`src/rtl/da_fir_seq.sv`:
```
// da_fir_seq: bit-serial distributed-arithmetic FIR sequencer.
// The block keeps a TAPS-deep sample delay line and walks the sample bit-planes
// MSB-first. Each plane is presented to an external combinational coefficient
// LUT. The returned partial sums are shift-accumulated into one output.
module da_fir_seq #(
  parameter int TAPS  = 8,
  parameter int DW    = 8,
  parameter int LW    = 16,
  parameter int ACC_W = 24
) (
  input  logic             clk,
  input  logic             rst_n,
  input  logic             flush,
  input  logic             in_valid,
  input  logic [DW-1:0]    in_data,
  output logic             in_ready,
  output logic [TAPS-1:0]  lut_addr,
  input  logic [LW-1:0]    lut_data,
  output logic             out_valid,
  output logic [ACC_W-1:0] out_data,
  input  logic             out_ready
);

  localparam int KW = (DW > 1) ? $clog2(DW) : 1;

  typedef enum logic [1:0] {IDLE, CALC, DONE} state_t;

  state_t                  state_q, state_d;
  logic [TAPS-1:0][DW-1:0] tap_q, tap_d;
  logic [ACC_W-1:0]        acc_q, acc_d;
  logic [KW-1:0]           k_q, k_d;
  logic [TAPS-1:0]         plane;

  // Bit k of every tap forms the current LUT address (tap 0 = newest).
  for (genvar i = 0; i < TAPS; i++) begin : g_plane
    assign plane[i] = tap_q[i][k_q];
  end

  assign lut_addr  = (state_q == CALC) ? plane : '0;
  // flush masks acceptance so that a sample offered alongside it is never lost silently.
  assign in_ready  = (state_q == IDLE) && !flush;
  assign out_valid = (state_q == DONE);
  assign out_data  = acc_q;

  // Next-state logic. flush overrides every state and clears all working data.
  always_comb begin
    state_d = state_q;
    tap_d   = tap_q;
    acc_d   = acc_q;
    k_d     = k_q;
    if (flush) begin
      state_d = IDLE;
      tap_d   = '0;
      acc_d   = '0;
      k_d     = '0;
    end else begin
      case (state_q)
        IDLE: if (in_valid) begin
          tap_d   = {tap_q[TAPS-2:0], in_data};
          acc_d   = '0;
          k_d     = KW'(DW - 1);
          state_d = CALC;
        end
        CALC: begin
          // The accumulator wraps modulo 2^ACC_W. No overflow status is kept.
          acc_d = {acc_q[ACC_W-2:0], 1'b0} + ACC_W'(lut_data);
          if (k_q == '0) state_d = DONE;
          else           k_d     = k_q - KW'(1);
        end
        DONE: if (out_ready) state_d = IDLE;
        default: state_d = IDLE;
      endcase
    end
  end

  // State and datapath registers, cleared asynchronously by rst_n.
  always_ff @(posedge clk or negedge rst_n) begin
    if (!rst_n) begin
      state_q <= IDLE;
      tap_q   <= '0;
      acc_q   <= '0;
      k_q     <= '0;
    end else begin
      state_q <= state_d;
      tap_q   <= tap_d;
      acc_q   <= acc_d;
      k_q     <= k_d;
    end
  end

endmodule

```
`config.mk`:
```
export PLATFORM = sky130hd
export DESIGN_NAME = da_fir_seq
export DESIGN_NICKNAME = d
export VERILOG_FILES = /design/src/rtl/da_fir_seq.sv
export SDC_FILE = /design/constraint.sdc
export NUM_CORES = 1
export LEC_CHECK = 0
export BUFFER_PORTS_ARGS = -buffer_cell sky130_fd_sc_hd__buf_2
export CAP_MARGIN = 20
export CORE_AREA = 4 4 107 109
export DETAILED_ROUTE_END_ITERATION = 10
export DIE_AREA = 0 0 111 113
export PLACE_DENSITY = 0.68
export REMOVE_ABC_BUFFERS = 1
export SYNTH_ARGS = -nofsm -noshare
export SYNTH_HDL_FRONTEND = slang
export SYNTH_SLANG_ARGS = --single-unit
```
`constraint.sdc`:
```
create_clock -name clk -period 7.3 [get_ports clk]
set_input_delay 1.095 -clock clk [delete_from_list [all_inputs] [get_ports clk]]
set_output_delay 1.095 -clock clk [all_outputs]
set_load 0.02 [all_outputs]
```
After elaboration in Yosys (flattened, before gate mapping)

Cells that the tools add are included.

Add/sub/neg operators: 2
$lt $le $gt $ge: 1
Equality and inequality tests: 6
Muxes and demuxes: 32
Reduce and logical (&&, ||, !) cells: 11

Operator list:

| operator                                                   | count |
|---|---|
| two-way mux 64 bit                                         | 3 |
| two-way mux 24 bit                                         | 2 |
| case mux 24 bit (2 select lines)                           | 1 |
| adder 24 x 16 -> 24 bit                                    | 1 |
| binary-select mux 1 bit (select 3 bit)                     | 8 |
| two-way mux 3 bit                                          | 3 |
| two-way mux 1 bit                                          | 8 |
| two-way mux 2 bit                                          | 4 |
| two-way mux 8 bit                                          | 1 |
| != test 3 x 2 -> 1 bit, second input constant              | 2 |
| != test 3 bit, second input constant                       | 2 |
| case mux 2 bit (3 select lines)                            | 1 |
| case mux 3 bit (2 select lines)                            | 1 |
| AND reduction 3 bit                                        | 2 |
| less-than comparator 3 x 4 -> 1 bit, second input constant | 1 |
| AND reduction 2 bit                                        | 2 |
| nonzero test 2 bit                                         | 2 |
| logical NOT 3 bit                                          | 1 |
| nonzero test 3 bit                                         | 1 |
| subtractor 3 x 1 -> 3 bit, second input constant           | 1 |
| == test 2 x 1 -> 1 bit, second input constant              | 1 |
| == test 2 bit, second input constant                       | 1 |
| logical NOT 2 bit                                          | 1 |
| logical AND 1 bit                                          | 1 |
| logical NOT 1 bit                                          | 1 |

Register bits after elaboration: 93
Input bits: 29
Output and inout bits: 34
Logic and storage cells: 63

Longest topological paths before layout

Depth after elaboration: 4
Mapped depth: 9
Depth with buffers taken out: 9

Least setup slack after synthesis

OpenSTA, ideal clock, no wires.

Kind: input port to flip-flop
Start point: input lut_data[1]
End point: register acc_q[23], in the netlist out_data[23]
Library setup time: 0.124 ns
Arrival: 2.970 ns
Data required time: 7.176 ns
Path slack: 4.206 ns
Cell stages on the path: 9
Buffers on the path: 0
Cell sequence: ha_1 fa_1 a211oi_1 nor3_1 o21ai_0 and2_1 o21ai_1 mux2i_1 a211o_1

Word-level cells in the longest chain between the ends: 3

Ends and longest elaborated chain:

| element                          | RTL line | text |
|---|---|---|
| start, declared                  | 18       | `input logic [LW-1:0] lut_data,` |
| adder 24 x 16 -> 24 bit          | 66       | `acc_d = {acc_q[ACC_W-2:0], 1'b0} + ACC_W'(lut_data);` |
| case mux 24 bit (2 select lines) | 57       | `case (state_q)` |
| two-way mux 24 bit               | 51       | `if (flush) begin` |
| end signal, assigned             | 81       | `acc_q <= '0;` |
| end signal, assigned             | 86       | `acc_q <= acc_d;` |
| end, declared                    | 30       | `logic [ACC_W-1:0] acc_q, acc_d;` |

Every way passes these cells.
A chain may end at the register's enable or synchronous reset.

Final worst setup path

Start point: input flush
End point: output in_ready

Word-level cells in the longest chain between the ends: 2

Ends and longest elaborated chain:

| element           | RTL line | text |
|---|---|---|
| start, declared   | 13       | `input logic flush,` |
| logical NOT 1 bit | 41       | `assign in_ready = (state_q == IDLE) && !flush;` |
| logical AND 1 bit | 41       |  |
| end, declared     | 16       | `output logic in_ready,` |

Every way passes these cells.

==> impl_metrics.py <==
metrics = {
    "status": {
        "status": "finished, final reports clean",
    },
    "worst_setup_path": {
        "r2r_cells": 9,
        "worstSetupStartpoint": "flush",
        "path_class": "in -> out",
        "endpoint": "in_ready",
        "worstPathCellList": "buf_2, buf_4, nor3_1, buf_2",
        "arrival_ns": 2.15,
        "cp.depth": 4,
        "slowest_stage": "buf_4",
        "endpoint_kind": "primary output",
        "crit_family": "buffers and inverters",
        "cp_max_fo": 72,
        "cp_num_buf_inv": 3,
        "reg2reg_slack_ns": 4.61,
        "cpPeakStageDelay_ns": 0.58,
        "cp_data_required_time_ns": 6.20,
        "crit_path_frequent_cell": "buf_2",
        "r2r-end": "out_data[23]",
        "start_kind": "input pin",
        "reg2reg_from": "out_data[0]",
    },
    "cells_and_area": {
        "fillers": 955,
        "area_growth_pct": 12.6,
        "drive_gt1_share_pct": 17.7,
        "finalNonFillerCells": 740,
        "num_antenna_cells": 0,
        "fin_nets": 643,
        "regArea_mm2": 0.00233,
        "multi_input_area_mm2": 0.00255,
    },
    "placement": {
        "place_congestion": 0.856,
        "port_buffers": 62,
        "dp_cells": 724,
        "dp_hpwl_mm": 7.25,
    },
    "logic_synthesis": {
        "yosysUniqueCellTypes": 49,
        "netlist_area_mm2": 0.00502,
        "yosysSeqAreaShare_pct": 46.3,
        "ys_ff_latch": 93,
        "syn_inst": 551,
        "avgSynthCellArea_um2": 9.12,
        "synth_edf_count": 0,
        "ys.flop_type": "dfrtp_1",
        "async_reset_ff_share_pct": 100,
        "yosysWarnings": 0,
    },
    "die": {
        "coreArea_mm2": 0.0106,
        "pin_count": 63,
        "die_y_um": 113,
        "fp-row-count": 38,
        "initial_core_util_pct": 47.4,
        "die_area_mm2": 0.0125,
        "die_w_um": 111,
    },
    "clocking": {
        "clkTransAtPathRegs_ns": 0.08,
        "cts_hold_buf": 0,
        "post_cts_resized": 0,
        "numCtsBuffers": 9,
        "cts_max_level": 3,
        "post_cts_buffers": 0,
        "cts_root_buf": "clkbuf_8",
        "cts.path.max_buffers": 2,
        "cts_tree": "built",
        "cts.sinks": 93,
        "insertion_delay_ns": 0.35,
    },
    "drt": {
        "num_vias": 4025,
        "vias_per_cell": 5.44,
        "drc": 0,
        "wl_per_cell_um": 14.9,
        "routed_wl_mm": 11.1,
        "ant_nets": 0,
        "dr.pass1.iters": 4,
        "drtIter0Drc": 332,
    },
    "power_and_ir_drop": {
        "clkPwrFrac_pct": 31.0,
        "max-vdd-ir-drop_mv": 0.109,
        "leakagePower_uw": 0.00256,
        "power_density_mw_per_mm2": 200,
        "p_sw_share_pct": 30.2,
        "power_switching_uw": 342,
        "seq_power_share_pct": 49.3,
        "combinationalPowerShare_pct": 19.7,
        "power.internal_uw": 791,
    },
    "global_route": {
        "grt_pass1_wl_mm": 19.3,
        "grt_pass1_vias": 3972,
        "antenna_found_initial": 0,
        "grt_use_total_pct": 18.7,
        "grt_max_degree": 73,
        "grt_overflow": 0,
    },
    "sta": {
        "worst_pin_slew_ns": 1.01,
        "rsz0062_at_grt": "no",
        "setup_viol": 0,
        "period_minus_slack_ns": 3.25,
        "slew_headroom_pct": 32.6,
        "finalHoldViolCount": 0,
        "fin_setup_tns_ns": 0,
        "fmax_mhz": 308,
        "skew_ns": 0.00970,
        "fin_crit_sh_pct": 44.5,
        "drv_slew": 0,
    },
    "hold_path": {
        "min_path_type": "reg -> reg",
    },
    "run": {
        "drv_cap": 0,
    },
}
==> through the flow <==
step	total power (uW)	area, um^2	worst slack [ns]	hold WS (ns)	util (%)
2_1_floorplan	707	4890	4.21	0.491	-
3_3_place_gp	783	5420	3.90	0.490	51.1
3_5_place_dp	791	5440	3.83	0.500	51.3
4_1_cts	1140	5630	4.04	0.520	53.1
5_1_grt	1200	5650	3.92	0.548	53.3
6_report	1130	5650	4.05	0.518	53.3
==> power groups by stage <==
stage	Combinational, uW	Sequential (uW)	Clock, uW
floorplan	129	578	0
global placement	215	568	0
detailed placement	221	569	0
CTS	222	559	361
global route	251	562	388
finish	224	559	351
==> cell usage after synthesis (all sizes together) (2+ instances only) <==
master	number	area share (%)
nand2	159	12
dfrtp	93	46
a21oi	76	7.7
nor2	32	2.4
clkbuf	29	2.2
o21ai	25	2.5
ha	17	4.2
mux4	16	7.2
mux2i	10	2.0
nand3	10	1.0
xnor2	7	1.2
xor2	6	1.0
a211oi	5	0.75
buf	5	0.42
inv	5	0.37
nor2b	5	0.62
a22o	4	0.70
nor3	4	0.40
or3	4	0.50
and2	3	0.37
nor3b	3	0.45
a21o	2	0.30
a22oi	2	0.30
a32o	2	0.40
and3	2	0.25
nand2b	2	0.25
nand4	2	0.25
o211a	2	0.40
o211ai	2	0.30
==> cell usage in the layout (no fill, tap or decap), types with 3 or more instances in the layout <==
master    netlist  final
nand2_1       159    158
dfrtp_1        93     93
a21oi_1        74     74
buf_2           2     61
nor2_1         32     32
o21ai_0        23     23
ha_1           17     17
mux4_2         16     16
clkbuf_8        0     11
mux2i_1        10     10
nand3_1        10     10
xnor2_1         7      7
xor2_1          6      6
inv_1           5      5
nor2b_1         5      5
a211oi_1        5      5
buf_4           0      5
nor3_1          4      4
or3_1           4      4
a22o_1          4      4
nor3b_1         3      3
==> cells by family (layout without fill, tap and decap cells) <==
group	Yosys count	after routing	share of synthesized area [%]
multiplexers	27	27	9.39
buffers and inverters	39	88	2.96
XOR/XNOR	13	13	2.27
AO/OA/AOI/OAI	129	129	15.2
adder cells (fa/ha/maj)	18	18	4.63
AND/OR/NAND/NOR	232	232	19.2
flip-flops	93	93	46.3
==> sequential cells by signal, indices dropped and copies added, names as in the netlist <==
name / count
state_q: 2
k_q: 3
out_data: 24
tap_q: 64
==> layer usage <==
| metal | track usage, % | up-vias | routed length, um |
|---|---|---|---|
| met1 | 24.8 | 1948 | 5000 |
| met5 | 0 | - | 0 |
| met3 | 3.37 | 13 | 397 |
| met4 | 7.14 | 0 | 195 |
| li1 | - | 1994 | - |
| met2 | 30.9 | 70 | 5460 |
==> worst min-delay path by stage <==
stage,from,end,cells after the start
6_report,out_data[7],out_data[7],2
5_1_grt,tap_q[59],tap_q[59],2
4_1_cts,out_data[7],out_data[7],2
3_5_place_dp,out_data[7],out_data[7],2
3_3_place_gp,out_data[23],out_data[23],1
2_1_floorplan,tap_q[58],tap_q[58],2
==> worst min-delay path, delay by kind of cell, from the launching register on <==
kind	cells	cell delay, ns
AND/OR/NAND/NOR	1	0.05
flip-flops	1	0.37
AO/OA/AOI/OAI	1	0.06
==> cell type report <==
cell class,count,share of cell area (%)
clock buffers,12,2.74
clock inverters,3,0.775
inverters,5,0.332
multi-input cells,419,45.1
flip-flops and latches,93,41.2
well taps,140,3.10
repair buffers,68,6.77
No activity file was read; power rests on OpenSTA's default activity.
